**config.mk**
```make
export PLATFORM = sky130hd
export DESIGN_NAME = upcount_timer
export DESIGN_NICKNAME = d
export VERILOG_FILES = /design/src/rtl/upcount_timer.sv
export SDC_FILE = /design/constraint.sdc
export NUM_CORES = 1
export LEC_CHECK = 0
export ABC_AREA = 0
export ABC_CLOCK_PERIOD_IN_PS = 1900
export BUFFER_PORTS_ARGS = -buffer_cell sky130_fd_sc_hd__clkbuf_2
export CORE_MARGIN = 3
export CORE_UTILIZATION = 30
export CTS_CLUSTER_SIZE = 40
export DETAILED_ROUTE_END_ITERATION = 8
export PLACE_DENSITY = 0.5
export SYNTH_ARGS = -nofsm -noshare
export SYNTH_HDL_FRONTEND = slang
export SYNTH_SLANG_ARGS = --single-unit
```
**constraint.sdc**
```tcl
create_clock -name clk -period 1.9 [get_ports clk]
set_clock_uncertainty 0.15 [all_clocks]
set_input_delay 0.19 -clock clk [delete_from_list [all_inputs] [get_ports clk]]
set_output_delay 0.19 -clock clk [all_outputs]
set_load 0.05 [all_outputs]
```
**src/rtl/upcount_timer.sv**
```systemverilog
// Up-counting interval timer: counts 0..limit, then wraps (mode 0) or halts with done (mode 1).
// Parallel load, start/restart and registered tc/busy/done outputs.
module upcount_timer #(
    parameter int WIDTH = 4
) (
    input  logic             clk,
    input  logic             reset,
    input  logic             start,
    input  logic             en,
    input  logic             mode,
    input  logic [WIDTH-1:0] limit,
    input  logic             load,
    input  logic [WIDTH-1:0] load_val,
    output logic [WIDTH-1:0] count_out,
    output logic             tc,
    output logic             busy,
    output logic             done
);

    typedef enum logic [1:0] {
        IDLE = 2'd0,
        RUN  = 2'd1,
        HALT = 2'd2
    } state_e;

    state_e           state_q;
    logic [WIDTH-1:0] count_q;
    logic [WIDTH-1:0] limit_q;
    logic             mode_q;
    logic             tc_q;
    logic             busy_q;
    logic             done_q;

    // busy_q mirrors (state_q == RUN) but is kept as its own flop so the output is registered.
    always_ff @(posedge clk) begin
        if (reset) begin
            state_q <= IDLE;
            count_q <= '0;
            limit_q <= '0;
            mode_q  <= 1'b0;
            tc_q    <= 1'b0;
            busy_q  <= 1'b0;
            done_q  <= 1'b0;
        end else if (load) begin
            count_q <= load_val;
            tc_q    <= 1'b0;
        end else if (start) begin
            limit_q <= limit;
            mode_q  <= mode;
            count_q <= '0;
            tc_q    <= 1'b0;
            done_q  <= 1'b0;
            state_q <= RUN;
            busy_q  <= 1'b1;
        end else begin
            tc_q <= 1'b0;
            if (state_q == RUN && en) begin
                if (count_q == limit_q) begin
                    tc_q <= 1'b1;
                    if (mode_q) begin
                        done_q  <= 1'b1;
                        state_q <= HALT;
                        busy_q  <= 1'b0;
                    end else begin
                        count_q <= '0;
                    end
                end else begin
                    // Natural modulo wrap covers a load above limit_q.
                    count_q <= count_q + 1'b1;
                end
            end
        end
    end

    assign count_out = count_q;
    assign tc        = tc_q;
    assign busy      = busy_q;
    assign done      = done_q;

endmodule
```
==> flow_summary.json <==
{
  "status": "completed",
  "crit_required_ns": 1.95,
  "tightestPinTransition_ns": 0.362,
  "hpwl_um": 1250,
  "cp-start-kind": "register",
  "fin_nets": 122,
  "ctsHoldBuffers": 5,
  "avgRoutedWirePerCell_um": 12.4,
  "htree_levels": 1,
  "max_slew_margin": 0.752,
  "cts_tree": "done",
  "synth_top_area_frac": 0.378,
  "vdd_ir_drop_max_mv": 0.364,
  "cts_buffer_depth": 2,
  "antenna_found_initial": 0,
  "dieArea_mm2": 0.00271,
  "synth-main-ff-cell": "dfxtp_1",
  "power_leakage_nw": 0.336,
  "die_h_um": 52.0,
  "viasPerCell": 5.02,
  "fin_crit_sh": 0.844,
  "reg2reg_slack_ns": 0.30,
  "cts_root_buf": "clkbuf_4",
  "fmax_mhz": 623,
  "grt_pass1_vias": 607,
  "timing_hold_violations_final": 0,
  "dieWidth_um": 52.0,
  "clk_pin_slew_ns": 0.08,
  "synthCells": 79,
  "synth_enable_flop_cells": 0,
  "core_mm2": 0.00198,
  "antenna_cells": 0,
  "synthesis.area_um2": 636,
  "ys_ff_latch": 12,
  "path_cells": "xnor2_1 > nand4_2 > or4_1 > a21oi_1",
  "synthArstFlopShare": 0,
  "power.density_mw_per_mm2": 746,
  "rsz0062_at_grt": "false",
  "crit_slowest_cell": "or4_1",
  "ctsResizeCount": 0,
  "grt_remaining_overflow": 0,
  "whs_endpoint": "count_out[1]",
  "critPathBufInv": 0,
  "grtUsageTotal": 0.137,
  "layout-drive-gt1-share": 0.302,
  "postSynthAreaPerCell_um2": 8.05,
  "cap_violations": 0,
  "wl_um": 1650,
  "dr.first_iter.drc_count": 10,
  "crit_cells": 4,
  "r2r-end": "state_q[1]",
  "hold_ws_ns": 0.0449,
  "drc": 0,
  "cts_setup_buffers": 0,
  "slowest_delay_ns": 0.50,
  "nFillCells": 233,
  "initial_core_util": 0.321,
  "rr_worst_depth": 4,
  "fp-row-count": 16,
  "netlist_top_cells_area": "dfxtp_1 38%, nand2_1 7.7%, a21oi_1 7.1%, xnor2_1 5.5%, a221o_1 3.1%",
  "crit_family": "simple AND/OR/NAND/NOR gates",
  "syn2layout_area_growth_pct": 35.0,
  "drv_slew": 0,
  "fin_crit_ns": 1.60,
  "syn_nets": 94,
  "hold_class": "input pin to register",
  "synth_top_cell_by_area": "dfxtp_1",
  "detail-route-antenna-nets": 0,
  "synthDistinctLibCells": 27,
  "arrival_ns": 1.66,
  "seq_area_frac_synth": 0.378,
  "r2r-start": "count_out[2]",
  "grt_max_degree": 16,
  "portBuffers": 20,
  "clk_latency_ns": 0.28,
  "hp-start": "load_val[1]",
  "globalplace.congestion": 0.782,
  "tns_ns": 0,
  "report.final.setup_viol": 0,
  "worstPathMaxFanout": 6,
  "cts_sinks": 12,
  "hold-path-cell-count": 3,
  "yosys_warnings": 0,
  "dr_total_vias": 667,
  "grt_pass1_wl_um": 2680,
  "path_class": "register to register",
  "num_io_pins": 21,
  "critPathCaptureType": "register",
  "drt_first_pass_iters": 2,
  "cts_made_buffers": 3
}
==> layer usage <==
layer  global-route usage  vias to the layer above  share of wire
met5                    0                        -              0
met4               0.0393                        0         0.0073
li1                     -                      345              -
met2                0.232                       15           0.47
met1                0.152                      305           0.47
met3               0.0630                        2          0.051
==> area by class of cell <==
type,instances,area [µm²],share of cell area
clock buffer,4,36.3,0.0423
multi-input combinational,61,370,0.431
timing repair buffer,27,165,0.192
sequential,12,245,0.286
tap,27,33.8,0.0394
inverter,2,7.51,0.00875
==> worst max path at each step <==
stage                       from    endpoint  slack, ns
floorplan             state_q[0]  state_q[0]       0.15
global placement    count_out[0]  state_q[1]       0.33
detailed placement  count_out[0]  state_q[1]       0.33
CTS                 count_out[2]  state_q[1]       0.29
global route        count_out[2]  state_q[0]       0.18
finish              count_out[2]  state_q[1]       0.30
==> layout by cell type, fill, tap and decap left out, types with 2 or more instances in the layout <==
| cell type | count |
|---|---|
| nand3b_1 | 2 |
| nor4_1 | 2 |
| o22ai_1 | 2 |
| a22oi_1 | 2 |
| nand2b_1 | 3 |
| a221o_1 | 2 |
| buf_4 | 2 |
| dfxtp_2 | 4 |
| nor3_1 | 4 |
| dfxtp_1 | 8 |
| a21oi_1 | 9 |
| nor2_1 | 5 |
| nand2_1 | 13 |
| a32oi_1 | 2 |
| dlygate4sd3_1 | 5 |
| clkbuf_2 | 20 |
| inv_1 | 2 |
| clkbuf_4 | 3 |
| xnor2_1 | 4 |
==> worst reg2reg max path, cell delays in order, from the launching register on <==
cell	delay (ns)
dfxtp_2	0.36
xnor2_1	0.23
nand4_2	0.15
or4_1	0.50
a21oi_1	0.15
==> stage by stage <==
step	cell area [µm²]	cells	setup WS, ns	power (mW)	util
after detailed placement	772	124	0.325	0.431	0.390
final	858	133	0.296	0.640	0.433
after floorplan	641	79	0.151	0.382	-
after global routing	858	133	0.178	0.680	0.433
after CTS	858	133	0.293	0.650	0.433
after global placement	772	124	0.327	0.431	0.390
==> cell usage after synthesis (all sizes together) (2+ instances only) <==
cell	instances
nand2	13
dfxtp	12
a21oi	9
nor2	5
nor3	4
xnor2	4
nand2b	3
a221o	2
a22oi	2
a32oi	2
buf	2
clkbuf	2
inv	2
nand3b	2
nor4	2
o22ai	2
==> flip-flops by register name, summed over array words and instances, names as in the netlist <==
name,cells
count_out,4
limit_q,4
state_q,2
mode_q,1
tc,1
==> power breakdown <==
group	switching, mW	internal [mW]	leakage [nW]
clock network	0.0915	0.117	0.0210
registers	0.0154	0.266	0.0997
logic	0.0919	0.0593	0.215
==> cells by family after synthesis <==
logic type      count (synthesis)  synth area share
xor+xnor                        4            0.0551
buf+inv                         6            0.0394
fa+ha+maj                       1            0.0197
simple gates                   35             0.285
flops                          12             0.378
compound gates                 21             0.222
Power figures use the tool's default switching activity.
